`config.mk`:
```
export PLATFORM = sky130hd
export DESIGN_NAME = mem_arbiter
export DESIGN_NICKNAME = d
export VERILOG_FILES = /design/src/rtl/mem_arbiter_pkg.sv /design/src/rtl/mem_arbiter_arb_pick.sv /design/src/rtl/mem_arbiter.sv
export SDC_FILE = /design/constraint.sdc
export NUM_CORES = 1
export LEC_CHECK = 0
export BUFFER_PORTS_ARGS = -buffer_cell sky130_fd_sc_hd__buf_2
export CAP_MARGIN = 20
export CORE_ASPECT_RATIO = 0.7
export CORE_MARGIN = 2
export CORE_UTILIZATION = 42
export DETAILED_ROUTE_END_ITERATION = 8
export PLACE_DENSITY_LB_ADDON = 0.15
export SYNTH_ARGS = -nofsm -noshare
export SYNTH_HDL_FRONTEND = slang
export SYNTH_SLANG_ARGS = --single-unit
```
`constraint.sdc`:
```
create_clock -name clk -period 1.69 [get_ports clk]
set_clock_uncertainty 0.1 [all_clocks]
set_input_delay 0.169 -clock clk [delete_from_list [all_inputs] [get_ports clk]]
set_output_delay 0.169 -clock clk [all_outputs]
set_load 0.01 [all_outputs]
```
`src/rtl/mem_arbiter_pkg.sv`:
```
// -----------------------------------------------------------------------------
// mem_arbiter_pkg
// Shared definitions for the I/D memory bus arbiter:
//   - access size codes as carried on d_size / bus_size
//   - arbiter FSM state encoding (2-bit)
//   - misalignment helper used when a D access is granted
// Optional build macro used by the arbiter files: MEM_ARB_RR_EN
// -----------------------------------------------------------------------------
package mem_arbiter_pkg;

    localparam logic [1:0] SIZE_B = 2'b00;
    localparam logic [1:0] SIZE_H = 2'b01;
    localparam logic [1:0] SIZE_W = 2'b10;

    typedef enum logic [1:0] {
        ST_IDLE = 2'b00,
        ST_ADDR = 2'b01,
        ST_DATA = 2'b10,
        ST_DONE = 2'b11
    } arb_state_e;

    // Halfwords need addr[0]=0, words need addr[1:0]=00; bytes never fault.
    function automatic logic is_misaligned(input logic [1:0] size,
                                           input logic [1:0] addr_lo);
        logic bad;
        case (size)
            SIZE_H:  bad = addr_lo[0];
            SIZE_W:  bad = (addr_lo != 2'b00);
            default: bad = 1'b0;
        endcase
        return bad;
    endfunction

endpackage

```
`src/rtl/mem_arbiter_arb_pick.sv`:
```
// -----------------------------------------------------------------------------
// mem_arbiter_arb_pick
// Winner select between the fetch (I) and load/store (D) requesters.
//   i_req, d_req : pending requests
//   pick_d       : 1 = D wins, 0 = I wins (meaningful when a request exists)
// Build option MEM_ARB_RR_EN:
//   defined   - round-robin on simultaneous requests; a 1-bit pointer favours
//               the requester not granted last. Extra ports clk, resetn and
//               grant (pulse when the arbiter accepts a request).
//   undefined - fixed D-over-I priority, purely combinational.
// -----------------------------------------------------------------------------
module mem_arbiter_arb_pick (
`ifdef MEM_ARB_RR_EN
    input  logic clk,
    input  logic resetn,
    input  logic grant,
`endif
    input  logic i_req,
    input  logic d_req,
    output logic pick_d
);

`ifdef MEM_ARB_RR_EN
    logic favour_i_r;

    // Winner select: pointer only matters when both requesters are active.
    always_comb begin
        pick_d = 1'b0;
        if (i_req && d_req) begin
            pick_d = !favour_i_r;
        end else begin
            pick_d = d_req;
        end
    end

    // Pointer: after a D grant favour I next time, and vice versa.
    always_ff @(posedge clk or negedge resetn) begin
        if (!resetn) begin
            favour_i_r <= 1'b0;
        end else if (grant) begin
            favour_i_r <= pick_d;
        end else begin
            favour_i_r <= favour_i_r;
        end
    end
`else
    // Winner select: D always beats I.
    always_comb begin
        pick_d = d_req;
    end
`endif

endmodule

```
`src/rtl/mem_arbiter.sv`:
```
// -----------------------------------------------------------------------------
// mem_arbiter
// Shares one SRAM-like bus between the instruction fetch port (I) and the
// load/store port (D). Each access runs IDLE -> ADDR -> DATA -> DONE; a
// misaligned D access jumps straight from IDLE to DONE with d_err set and
// never touches the bus. Only one transaction is outstanding at a time.
// Ports:
//   clk, resetn                       clock, async active-low reset
//   i_req/i_addr -> i_done/i_rdata    fetch request and completion
//   d_req/d_wr/d_size/d_sel/d_addr/d_wdata -> d_done/d_err/d_rdata
//   bus_req/bus_wr/bus_size/bus_addr/bus_wdata/bus_wstrb   bus request side
//   bus_addr_ok/bus_data_ok/bus_rdata                      bus response side
// Build option MEM_ARB_RR_EN selects round-robin arbitration on simultaneous
// requests (see mem_arbiter_arb_pick); default is fixed D-over-I priority.
// -----------------------------------------------------------------------------
module mem_arbiter
    import mem_arbiter_pkg::*;
#(
    parameter int ADDR_W = 32,
    parameter int DATA_W = 32
) (
    input  logic              clk,
    input  logic              resetn,
    input  logic              i_req,
    input  logic [ADDR_W-1:0] i_addr,
    output logic              i_done,
    output logic [DATA_W-1:0] i_rdata,
    input  logic              d_req,
    input  logic              d_wr,
    input  logic [1:0]        d_size,
    input  logic [3:0]        d_sel,
    input  logic [ADDR_W-1:0] d_addr,
    input  logic [DATA_W-1:0] d_wdata,
    output logic              d_done,
    output logic              d_err,
    output logic [DATA_W-1:0] d_rdata,
    output logic              bus_req,
    output logic              bus_wr,
    output logic [1:0]        bus_size,
    output logic [ADDR_W-1:0] bus_addr,
    output logic [DATA_W-1:0] bus_wdata,
    output logic [3:0]        bus_wstrb,
    input  logic              bus_addr_ok,
    input  logic              bus_data_ok,
    input  logic [DATA_W-1:0] bus_rdata
);

    arb_state_e        state_r;
    logic              own_d_r;
    logic              own_wr_r;
    logic [1:0]        own_size_r;
    logic [ADDR_W-1:0] own_addr_r;
    logic [DATA_W-1:0] own_wdata_r;
    logic [3:0]        own_strb_r;
    logic              bus_req_r;
    logic              i_done_r;
    logic              d_done_r;
    logic              d_err_r;
    logic [DATA_W-1:0] i_rdata_r;
    logic [DATA_W-1:0] d_rdata_r;

    logic              grant_s;
    logic              pick_d_s;
    logic              misalign_s;
    logic              finish_s;

    assign grant_s    = (state_r == ST_IDLE) && (i_req || d_req);
    assign misalign_s = is_misaligned(d_size, d_addr[1:0]);
    // Data phase completes either in DATA, or in ADDR when the slave accepts
    // the address and returns data in the same cycle.
    assign finish_s   = bus_data_ok &&
                        ((state_r == ST_DATA) || ((state_r == ST_ADDR) && bus_addr_ok));

    mem_arbiter_arb_pick u_pick (
`ifdef MEM_ARB_RR_EN
        .clk    (clk),
        .resetn (resetn),
        .grant  (grant_s),
`endif
        .i_req  (i_req),
        .d_req  (d_req),
        .pick_d (pick_d_s)
    );

    // Arbiter FSM with owner registers and registered completion outputs.
    always_ff @(posedge clk or negedge resetn) begin
        if (!resetn) begin
            state_r     <= ST_IDLE;
            own_d_r     <= 1'b0;
            own_wr_r    <= 1'b0;
            own_size_r  <= 2'b00;
            own_addr_r  <= {ADDR_W{1'b0}};
            own_wdata_r <= {DATA_W{1'b0}};
            own_strb_r  <= 4'b0000;
            bus_req_r   <= 1'b0;
            i_done_r    <= 1'b0;
            d_done_r    <= 1'b0;
            d_err_r     <= 1'b0;
            i_rdata_r   <= {DATA_W{1'b0}};
            d_rdata_r   <= {DATA_W{1'b0}};
        end else begin
            // Completion flags are single-cycle pulses.
            i_done_r <= 1'b0;
            d_done_r <= 1'b0;
            d_err_r  <= 1'b0;

            case (state_r)
                ST_IDLE: begin
                    if (grant_s && pick_d_s) begin
                        own_d_r     <= 1'b1;
                        own_wr_r    <= d_wr;
                        own_size_r  <= d_size;
                        own_addr_r  <= d_addr;
                        own_wdata_r <= d_wdata;
                        own_strb_r  <= d_wr ? d_sel : 4'b0000;
                        if (misalign_s) begin
                            state_r  <= ST_DONE;
                            d_done_r <= 1'b1;
                            d_err_r  <= 1'b1;
                        end else begin
                            state_r   <= ST_ADDR;
                            bus_req_r <= 1'b1;
                        end
                    end else if (grant_s) begin
                        own_d_r     <= 1'b0;
                        own_wr_r    <= 1'b0;
                        own_size_r  <= SIZE_W;
                        own_addr_r  <= i_addr;
                        own_wdata_r <= {DATA_W{1'b0}};
                        own_strb_r  <= 4'b0000;
                        state_r     <= ST_ADDR;
                        bus_req_r   <= 1'b1;
                    end else begin
                        state_r <= ST_IDLE;
                    end
                end
                ST_ADDR: begin
                    if (bus_addr_ok) begin
                        bus_req_r <= 1'b0;
                        state_r   <= bus_data_ok ? ST_DONE : ST_DATA;
                    end else begin
                        state_r <= ST_ADDR;
                    end
                end
                ST_DATA: begin
                    state_r <= bus_data_ok ? ST_DONE : ST_DATA;
                end
                ST_DONE: begin
                    state_r <= ST_IDLE;
                end
                default: begin
                    state_r   <= ST_IDLE;
                    bus_req_r <= 1'b0;
                end
            endcase

            // Bus completion: pulse owner's done, capture read data for loads/fetches.
            if (finish_s) begin
                i_done_r <= !own_d_r;
                d_done_r <= own_d_r;
                if (!own_wr_r && own_d_r) begin
                    d_rdata_r <= bus_rdata;
                end
                if (!own_wr_r && !own_d_r) begin
                    i_rdata_r <= bus_rdata;
                end
            end
        end
    end

    assign i_done    = i_done_r;
    assign i_rdata   = i_rdata_r;
    assign d_done    = d_done_r;
    assign d_err     = d_err_r;
    assign d_rdata   = d_rdata_r;
    assign bus_req   = bus_req_r;
    assign bus_wr    = own_wr_r;
    assign bus_size  = own_size_r;
    assign bus_addr  = own_addr_r;
    assign bus_wdata = own_wdata_r;
    assign bus_wstrb = own_strb_r;

endmodule

```
Yosys cells after proc, flatten, opt, wreduce, memory -nomap -nowiden:

Index checks and enable logic that the tools add are counted.

* equal/unequal tests: 8
* multiplexer cells: 29
* reduce and logical (&&, ||, !) cells: 18

Operators by type and width (number)
* 32-bit two-way mux: 4
* 1-bit two-way mux: 14
* 4-bit two-way mux: 3
* 2-bit two-way mux: 5
* 2-bit one-hot mux with 4 select lines: 1
* 2-bit equality test (second input constant): 3
* 1-bit logical AND: 6
* 2-bit AND reduction: 3
* 2-bit nonzero test: 3
* 2-bit by 1-bit equality test with 1-bit output (second input constant): 2
* 1-bit one-hot mux with 2 select lines: 2
* 4-bit AND reduction: 1
* 3-bit by 2-bit inequality test with 1-bit output (second input constant): 1
* 3-bit inequality test (second input constant): 1
* 1-bit logical NOT: 2
* 2-bit logical NOT: 1
* 1-bit logical OR: 2
* 2-bit inequality test (second input constant): 1

* bits in registers: 142
* bits of input ports: 141
* output and inout bits: 139
* logic and storage cells: 68

Logic depth before layout (Yosys ltp):

Gate-level depths: netlist of run 1.

* word-level depth: 6
* gate-level depth with buffers: 6
* mapped depth without buffers: 5

Modules after synthesis:

Synthesis of run 1 repeated with hierarchy kept, for this count alone.

* cell total of the unflattened synthesis: 486
* area, all modules: 6018.3 um^2

Modules (own cells, without submodules)
* mem_arbiter: instances 1, cells an instance 485, area an instance 6010.8 um^2, sequential area each 3553.4 um^2
* mem_arbiter_arb_pick: instances 1, cells an instance 1, area an instance 7.5 um^2, sequential area each 0.0 um^2

Worst setup path after synthesis of run 1:

Ideal clock, no wire load.

* path kind: reg-to-reg
* start point: reg state_r[1]
* end point: reg i_rdata_r[10], in the netlist i_rdata[10]
* setup time: 0.125 ns
* data arrival time: 1.514 ns
* data required time: 1.465 ns
* setup slack: -0.049 ns
* cell stages (with the launch flop): 6
* path buffers: 2
* period minus slack after synthesis: 1.739 ns
* cells stage by stage: dfrtp_1 buf_2 and2b_1 o211ai_2 buf_6 mux2_2

* longest elaborated chain between the ends: 5
* elaborated cells between the ends (all ways): 6
* classes of those cells: 2 x eq/ne; 4 x reduce/logical

RTL lines
* start: declaration: RTL line mem_arbiter.sv:48 `arb_state_e state_r;`
* start signal: assignment: RTL line mem_arbiter.sv:140 `state_r <= bus_data_ok ? ST_DONE : ST_DATA;`
* start signal: assignment: RTL line mem_arbiter.sv:146 `state_r <= bus_data_ok ? ST_DONE : ST_DATA;`
* 2-bit by 1-bit equality test with 1-bit output: RTL line mem_arbiter.sv:72 `((state_r == ST_DATA) || ((state_r == ST_ADDR) && bus_addr_ok));`
* 1-bit logical AND: RTL line mem_arbiter.sv:72
* 1-bit logical OR (*): RTL line mem_arbiter.sv:72
* 1-bit logical AND (*): RTL line mem_arbiter.sv:71 `assign finish_s = bus_data_ok &&`
* 2-bit AND reduction (no line) (*)
* end signal: assignment: RTL line mem_arbiter.sv:99 `i_rdata_r <= {DATA_W{1'b0}};`
* end signal: assignment: RTL line mem_arbiter.sv:165 `i_rdata_r <= bus_rdata;`
* end: declaration: RTL line mem_arbiter.sv:59 `logic [DATA_W-1:0] i_rdata_r;`

Every way passes the cells marked *; elsewhere a longest branch is shown, timed or not.
A chain may end at the register's enable or synchronous reset.

Final worst setup path of run 1:

* start point: reg state_r[0]
* end point: reg own_strb_r[0], in the netlist bus_wstrb[0]

* longest elaborated chain between the ends: 5
* elaborated cells between the ends (all ways): 6
* classes of those cells: 1 x mux; 5 x reduce/logical

RTL lines
* 2-bit logical NOT (*): RTL line mem_arbiter.sv:67, mem_arbiter.sv:107
* 1-bit logical AND: RTL line mem_arbiter.sv:67 `assign grant_s = (state_r == ST_IDLE) && (i_req || d_req);`
* 1-bit logical AND: RTL line mem_arbiter.sv:109 `if (grant_s && pick_d_s) begin`
* 2-bit nonzero test (no line)
* 2-bit AND reduction (no line)
* end signal: assignment: RTL line mem_arbiter.sv:115 `own_strb_r <= d_wr ? d_sel : 4'b0000;`
* end: declaration: RTL line mem_arbiter.sv:54 `logic [3:0] own_strb_r;`

Marks and branches as above.

==> results of run 1 <==
-- metal layers --
layer  up-vias  part of all wire  global-route usage
met5         -                 0                   0
met4         0             0.024               0.118
met3        44             0.070              0.0703
met2       273              0.49               0.427
met1      2564              0.42               0.298
li1       2357                 -                   -
-- state kept, by name, indices dropped and copies added, names as in the netlist, 2 cells and up --
signal / flops
bus_addr: 32
bus_wdata: 32
d_rdata: 32
i_rdata: 32
bus_wstrb: 4
bus_size: 2
state_r: 2
-- layout make-up --
cell class	instances	area [µm²]
Inverter	4	15.0
Clock inverter	14	175
Timing Repair Buffer	443	3160
Clock buffer	18	439
Antenna cell	1	2.50
Fill cell	882	3540
Tap cell	185	231
Sequential cell	142	3550
Multi-Input combinational cell	231	2240
-- worst paths after layout --
path,end,from,slack [ns],cells past startpoint
min in group asynchronous,bus_addr[14],resetn,0.07,2
hold reg to reg,bus_wstrb[2],bus_wstrb[2],0.39,1
setup reg to reg,bus_wstrb[0],state_r[0],-0.04,6
setup / recovery,bus_wstrb[0],state_r[0],-0.04,6
max in group asynchronous,bus_wdata[3],resetn,0.79,3
hold / removal,state_r[0],bus_data_ok,0.02,3
-- worst min-delay path: cells and delay by family --
| family | cells | cell delay (ns) |
|---|---|---|
| AND/OR/NAND/NOR | 1 | 0.08 |
| AO/OA/AOI/OAI | 1 | 0.08 |
| buffers and inverters | 1 | 0.15 |
-- synthesized netlist by cell type, types with 2 or more instances --
| master | number |
|---|---|
| a21oi_1 | 66 |
| a22o_1 | 34 |
| a32o_1 | 4 |
| and2_1 | 2 |
| buf_2 | 9 |
| buf_4 | 3 |
| buf_6 | 6 |
| clkbuf_1 | 13 |
| dfrtp_1 | 142 |
| ha_1 | 2 |
| inv_1 | 4 |
| mux2_1 | 2 |
| mux2_2 | 32 |
| mux2_4 | 30 |
| mux2i_1 | 32 |
| nand2_1 | 5 |
| o21ai_0 | 4 |
-- metrics by stage --
step | instances | hold WS, ns | setup TNS (ns) | area, µm² | setup slack, ns
2_1_floorplan | 408 | -0.227 | -1.13 | 5940 | -0.0391
4_1_cts | 1030 | 0.00281 | -0.152 | 9660 | -0.0310
3_5_place_dp | 860 | -0.0602 | -0.374 | 7630 | -0.0365
5_1_grt | 1038 | 0.0311 | -4.70 | 9820 | -0.101
3_3_place_gp | 860 | -0.0651 | -0.00593 | 7630 | -0.00103
6_report | 1038 | 0.0177 | -0.669 | 9820 | -0.0401
-- timing repair --
item / in CTS / in global routing
hold endpoints to repair: 278 / 0
pin swaps: 0 / 2
resized for setup: 4 / 12
endpoints found under the setup margin: 15 / 94
hold buffers: 137 / 0
buffers inserted: 0 / 4
gates cloned: 1 / 3
-- power by group through the flow --
stage	clock (mW)	combinational [mW]	sequential, mW
finish	3.84	7.41	5.99
global placement	0	6.62	5.92
CTS	3.91	7.11	5.95
floorplan	0	3.32	6.64
global route	4.05	7.96	6.17
detailed placement	0	6.77	5.96
-- kinds of logic (layout without fill, tap and decap cells) --
kind of cell	count (synthesis)	after routing
DFF	142	142
AOI/OAI and AO/OA	116	116
muxes	96	96
buffers and inverters	35	479
and+or+nand+nor	17	17
adders and majority gates	2	2
other	0	1
==> flow_metrics.tcl, run 1 <==
set metrics [dict create \
    status "finished, violations left" \
    violations "setup timing" \
    critical_path_required_ns 1.93 \
    antenna_found_initial 1 \
    die_y_um 102 \
    nets 982 \
    drtIter0Drc 194 \
    grt-ovfl-total 0 \
    combinationalPowerShare 0.430 \
    fin_crit_ns 1.73 \
    cts-root-buf "clkbuf_16" \
    grt_setup_unrepaired "yes" \
    fin_ws_ns -0.0401 \
    p_clk_frac 0.223 \
    synth_top_area_share 0.611 \
    portBuffers 279 \
    synth_area_leaders "dfrtp_1, mux2_4, mux2_2" \
    core_area_mm2 0.0134 \
    wl_per_cell_um 18.2 \
    clk_latency_ns 0.41 \
    routed_wl_mm 18.9 \
    ys_ff_latch 142 \
    timing.critical_path.to_type "register" \
    hold_path.class "in -> reg" \
    detail_route.vias_per_cell 5.05 \
    cts_sinks 142 \
    track_usage 0.251 \
    synth-seq-area-share 0.611 \
    mostFrequentLayoutCells "buf_2, dfrtp_1, dlygate4sd3_1" \
    cpPeakStageDelay_ns 0.39 \
    drv_slew 0 \
    arrival_ns 1.97 \
    worstSetupStartpointType "register" \
    ys.flop_type "dfrtp_1" \
    synth.mux.area_fraction 0.198 \
    final-setup-viol-count 41 \
    p_per_area_mw_per_mm2 1760 \
    power_frac_seq 0.347 \
    finalHoldViolCount 0 \
    synthAdderAreaFrac 0.00431 \
    die_w_um 145 \
    path_delay_family "buffers and inverters" \
    slowest_stage "dfrtp_1" \
    clkTransAtPathRegs_ns 0.07 \
    path_class "reg -> reg" \
    initial_utilization 0.435 \
    crit_fanout 28 \
    p_sw_mw 6.02 \
    min_period_over_period 1.02 \
    async_flop_share 1.00 \
    io_pins 280 \
    grt_max_degree 55 \
    final_util 0.735 \
    synth.distinct_cells 35 \
    syn-cell-area_mm2 0.00581 \
    synth_compound_area_frac 0.134 \
    synth_area_per_cell_um2 14.2 \
    place.gp.congestion 0.772 \
    hpwl_mm 11.1 \
    cts_buffer_depth 2 \
    power_mw 17.2 \
    fmax_ghz 0.578 \
    swShare 0.349 \
    tightest_slew_ns 0.436 \
    antenna_left 0 \
    grt_pass1_vias 5535 \
    ir_worst_vdd_mv 0.980 \
    synth_edf_count 0 \
    ys.warnings.count 0 \
    cpMostUsedCell "buf_4" \
    num_vias 5238 \
    slew_headroom 0.706 \
    grt_pass1_wl_mm 28.3 \
    path_cells "buf_4, nor3b_4, buf_4, clkbuf_16, buf_12, a32o_1" \
    synth_xor_area_frac 0 \
    final_common_cell "buf_2" \
    drc 0 \
    area_delta_synth_final_pct 68.9 \
    maxCapViolCount 0 \
    synth_top_family_by_area "multiplexers" \
    firstDrtPassIters 4 \
    drive_above_1_share 0.489 \
    crit_buf_inv 4 \
    synthSimpleGateAreaFrac 0.0179 \
    cts_buffers 17 \
    die_area_mm2 0.0148 \
    syn_inst 408 \
    power.internal_mw 11.2 \
    num_rows 35 \
    p_leak_nw 4.94 \
    syn_nets 551 \
    ctsHtreeMaxLevel 4 \
    yosysTopAreaCell "dfrtp_1" \
    cts_tree "built" \
]
(Power assumes the default switching activity.)
==> inputs of run 2 (changes only) <==
CORE_UTILIZATION = 43   (was 42)
CTS_BUF_LIST = sky130_fd_sc_hd__clkbuf_2   (was default)
==> run 2 against run 1 <==
Net effect: the flow still finishes with violations (setup timing); cell count is 2.5% higher; sequential cell count stayed put; fmax is 3.9% lower; critical path depth is 1 lower; register-to-register slack worse by 0.07 ns; die area is 2.2% lower; sequential power hardly changed; via count is 2.8% higher; non-clock buffer count is 26 higher; utilization is 1.5 points higher; critical path type unchanged; largest cell class unchanged.
==> flow_metrics.tcl, run 2 (synthesis results as in run 1) <==
set metrics [dict create \
    status "finished, violations left" \
    violations "setup timing" \
    cts_tree "built" \
    antenna_found_initial 1 \
    path_class "reg -> reg" \
    portBuffers 279 \
    tightest_slew_ns 0.445 \
    wl_per_cell_um 19.1 \
    drive_above_1_share 0.511 \
    detail_route.vias_per_cell 5.06 \
    nets 1008 \
    critPathCapture "i_rdata[4]" \
    cts_buffers 17 \
    cts_sinks 142 \
    fin_crit_ns 1.80 \
    final-setup-viol-count 80 \
    reg2reg_depth 5 \
    antenna_left 0 \
    startpoint "state_r[1]" \
    arrival_ns 2.27 \
    multi_input_area_mm2 0.00230 \
    holdWs_ns 0.132 \
    die_area_mm2 0.0145 \
    track_usage 0.258 \
    cts-root-buf "clkbuf_2" \
    mostFrequentLayoutCells "buf_2, dfrtp_1, dlygate4sd3_1" \
    finalHoldViolCount 0 \
    r2r_setup_slack_ns -0.11 \
    grt_setup_unrepaired "yes" \
    firstDrtPassIters 4 \
    critical_path_required_ns 2.16 \
    hold_path.class "in -> reg" \
    clk_latency_ns 0.66 \
    num_rows 35 \
    pre_cts_slack_ns -0.0555 \
    ir_worst_vdd_mv 0.866 \
    tns_ns -4.03 \
    die_y_um 101 \
    reg2reg_to "i_rdata[4]" \
    regArea_mm2 0.00355 \
    crit_fanout 8 \
    grt_pass1_wl_mm 28.5 \
    die_w_um 143 \
    place.gp.congestion 0.781 \
    clkTransAtPathRegs_ns 0.24 \
    grt_max_degree 45 \
    drc 0 \
    power_mw 16.1 \
    p_per_area_mw_per_mm2 1630 \
    maxCapViolCount 0 \
    grt_pass1_vias 5495 \
    initial_utilization 0.441 \
    core_area_mm2 0.0132 \
    nFillCells 836 \
    drtIter0Drc 253 \
    final_common_cell "buf_2" \
    final_util 0.750 \
    num_vias 5383 \
    fin_ws_ns -0.110 \
    cts_buffer_depth 2 \
    ctsHtreeMaxLevel 4 \
    area_delta_synth_final_pct 70.1 \
    slew_headroom 0.703 \
    worstSetupStartpointType "register" \
    routed_wl_mm 20.3 \
    drv_slew 0 \
    r2r-start "state_r[1]" \
    timing.critical_path.to_type "register" \
    fmax_ghz 0.556 \
    hpwl_mm 11.8 \
    p_leak_nw 5.01 \
    grt-ovfl-total 0 \
    min_period_over_period 1.06 \
    io_pins 280 \
]
run 2: changes by cell type in the layout (fill, tap and decap cells not counted), sizes merged:
cell,delta
dlygate4sd3,+4
bufinv,-1
clkbuf,+4
bufbuf,+1
buf,+16
clkinv,+2
run 2: layer usage:
layer  vias to the layer above  routed length, µm  GRT usage
met4                         0                446     0.0891
met5                         -                  0          0
met2                       286               9800      0.425
li1                       2405                  -          -
met1                      2651               8560      0.327
met3                        41               1520     0.0804
run 2: worst min-delay path by stage:
stage,endpoint,from,cells after the start
2_1_floorplan,bus_addr[0],resetn,0
3_3_place_gp,d_rdata[18],resetn,1
3_5_place_dp,d_rdata[18],resetn,1
4_1_cts,bus_wdata[27],d_wdata[27],3
5_1_grt,bus_wdata[27],d_wdata[27],3
6_report,bus_wdata[23],d_wdata[23],3
run 2: report_power, final:
part	leakage (nW)	internal, mW	switching [mW]
Sequential	1.71	4.99	0.988
Clock	0.133	0.579	1.41
Combinational	3.17	4.44	3.72
Total	5.01	10.0	6.11
run 2: per-stage QoR:
step / cell area (µm²) / std cells
CTS: 9470 / 1044
detailed placement: 7700 / 866
global placement: 7700 / 866
floorplan: 5940 / 408
global route: 9890 / 1064
finish: 9890 / 1064
run 2: layout make-up:
class                           count  share of cell area
Multi-Input combinational cell    231               0.232
Sequential cell                   142               0.359
Antenna cell                        1            0.000253
Inverter                            4             0.00152
Clock buffer                       17             0.00861
Clock inverter                     15              0.0156
Tap cell                          185              0.0234
Timing Repair Buffer              469               0.359
run 2: repair_timing:
item / 4_1_cts / 5_1_grt
setup endpoints to repair: 115 / 129
hold endpoints to repair: 284 / 0
cloned: 2 / 10
setup buffers: 3 / 11
pin swaps: 3 / 5
hold buffers: 141 / 0
gates resized for setup: 12 / 29
run 2: critical path: stages, from the launching register on:
cell and delay (ns):
dfrtp_1 0.47, and2b_2 0.26, o211ai_4 0.23, buf_6 0.17
clkbuf_16 0.17, mux2_4 0.31
==> inputs of run 3 (changes only) <==
PLACE_DENSITY = 0.86   (was default)
PLACE_DENSITY_LB_ADDON = default   (was 0.15)
SETUP_SLACK_MARGIN = 0.5   (was default)
SKIP_LAST_GASP = 1   (was default)
==> run 3 against run 2 <==
Net effect: the flow still finishes with violations (setup timing); global-route usage up 5.3 points; fmax up 1.5%; sequential power up 3.8%; via count up 17%; largest power group unchanged; sequential cell count unchanged; largest cell class is now buffers; cell count up 12%.
==> flow_metrics.tcl, run 3 (synthesis results as in run 1) <==
set metrics [dict create \
    path_delay_family "buffers and inverters" \
    cts_buffer_depth 2 \
    antenna_left 0 \
    dp.cells 863 \
    swShare 0.376 \
    cts_buffers 17 \
    detail_route.vias_per_cell 5.32 \
    die_y_um 101 \
    antenna_found_initial 2 \
    drv_slew 0 \
    cpMostUsedCell "buf_6" \
    grt_setup_unrepaired "yes" \
    slew_headroom 0.712 \
    wl_per_cell_um 22.9 \
    final-setup-viol-count 85 \
    grt_max_degree 42 \
    p_leak_nw 5.83 \
    hold_path.class "in -> reg" \
    maxCapViolCount 0 \
    place.gp.congestion 0.774 \
    violations "setup timing" \
    initial_utilization 0.441 \
    grt-ovfl-total 0 \
    firstDrtPassIters 5 \
    path_class "reg -> reg" \
    cpPeakStageDelay_ns 0.45 \
    die_area_mm2 0.0145 \
    grt_pass1_vias 6218 \
    drive_above_1_share 0.581 \
    clkTransAtPathRegs_ns 0.25 \
    arrival_ns 2.28 \
    final_common_cell "buf_2" \
    portBuffers 279 \
    track_usage 0.311 \
    postPlaceCellArea_mm2 0.00767 \
    fin_ws_ns -0.0824 \
    slowest_stage "dfrtp_1" \
    p_per_area_mw_per_mm2 1770 \
    min_period_over_period 1.05 \
    io_pins 280 \
    ctsHtreeMaxLevel 4 \
    ir_worst_vdd_mv 0.948 \
    fmax_ghz 0.564 \
    drc 0 \
    nets 1132 \
    worstSetupStartpointType "register" \
    p_clk_frac 0.095 \
    fin_crit_ns 1.77 \
    core_area_mm2 0.0132 \
    cts_sinks 142 \
    cts_tree "built" \
    combinationalPowerShare 0.600 \
    final_area_mm2 0.0115 \
    stdcell_count 1189 \
    power_mw 20.4 \
    routed_wl_mm 27.3 \
    die_w_um 143 \
    num_vias 6321 \
    tightest_slew_ns 0.431 \
    grt_pass1_wl_mm 33.9 \
    path_cells "buf_6, nor3b_4, buf_6, buf_8, buf_16, mux2i_2, a21oi_1" \
    area_delta_synth_final_pct 98.3 \
    crit_fanout 7 \
    finalHoldViolCount 0 \
    status "finished, violations left" \
    cts-root-buf "clkbuf_2" \
    critical_path_required_ns 2.19 \
    pre_cts_slack_ns -0.0309 \
    timing.critical_path.to_type "register" \
    p_sw_mw 7.65 \
    mostFrequentLayoutCells "buf_2, dfrtp_1, dlygate4sd3_1" \
    power.internal_mw 12.7 \
    power_frac_seq 0.305 \
    num_rows 35 \
    hpwl_mm 11.3 \
    drtIter0Drc 366 \
    crit_buf_inv 4 \
    tns_ns -2.92 \
    clk_latency_ns 0.69 \
]
==> run 3: repair_timing <==
item,4_1_cts,5_1_grt
setup buffers,67,59
pin swaps,0,66
gates resized for setup,42,99
hold endpoints to repair,284,0
cloned,10,15
setup endpoints to repair,281,281
hold buffers,141,0
==> run 3: metal layers <==
layer	vias to the layer above	wire length (µm)	part of all wire	global-route usage
li1	2676	-	-	-
met1	3128	10000	0.37	0.385
met2	418	13700	0.50	0.520
met3	99	2540	0.093	0.0780
met4	0	1080	0.040	0.145
met5	-	0	0	0
==> run 3: path summary, 6_finish.rpt <==
| check | from | depth (start not counted) | end | slack (ns) |
|---|---|---|---|---|
| min reg2reg | bus_wdata[19] | 1 | bus_wdata[19] | 0.45 |
| max reg2reg | state_r[1] | 7 | bus_addr[18] | -0.08 |
| min | d_wdata[22] | 3 | bus_wdata[22] | 0.09 |
| min in group asynchronous | resetn | 3 | bus_addr[1] | 0.32 |
| max | state_r[1] | 7 | bus_addr[18] | -0.08 |
| max in group asynchronous | resetn | 4 | bus_wr | 0.61 |
==> run 3: cell type report <==
class	instances	area (µm²)
tap	185	231
clock inverter	15	130
antenna	2	5.00
sequential	142	3550
timing repair buffer	593	5110
inverter	4	15.0
multi-input combinational	231	2390
fill	575	1650
clock buffer	17	85.1
==> run 3: worst reg2reg max path: stages (launching register included) <==
cell and delay [ns]:
dfrtp_1 0.45, buf_6 0.14, nor3b_4 0.22, buf_6 0.15, buf_8 0.13, buf_16 0.15, mux2i_2 0.24, a21oi_1 0.10
==> run 3: power by group through the flow <==
stage	Sequential [mW]	Combinational, mW	Clock, mW
2_1_floorplan	6.64	3.36	0
3_3_place_gp	5.95	6.59	0
3_5_place_dp	5.99	6.79	0
4_1_cts	5.90	9.03	1.89
5_1_grt	6.32	12.8	2.12
6_report	6.21	12.2	1.93
==> run 3: stage by stage <==
step                      hold slack [ns]  utilization
after floorplan                    -0.227            -
after CTS                          0.0245        0.778
after detailed placement          -0.0195        0.582
final                              0.0892        0.875
after global routing               0.0316        0.875
after global placement            -0.0177        0.582
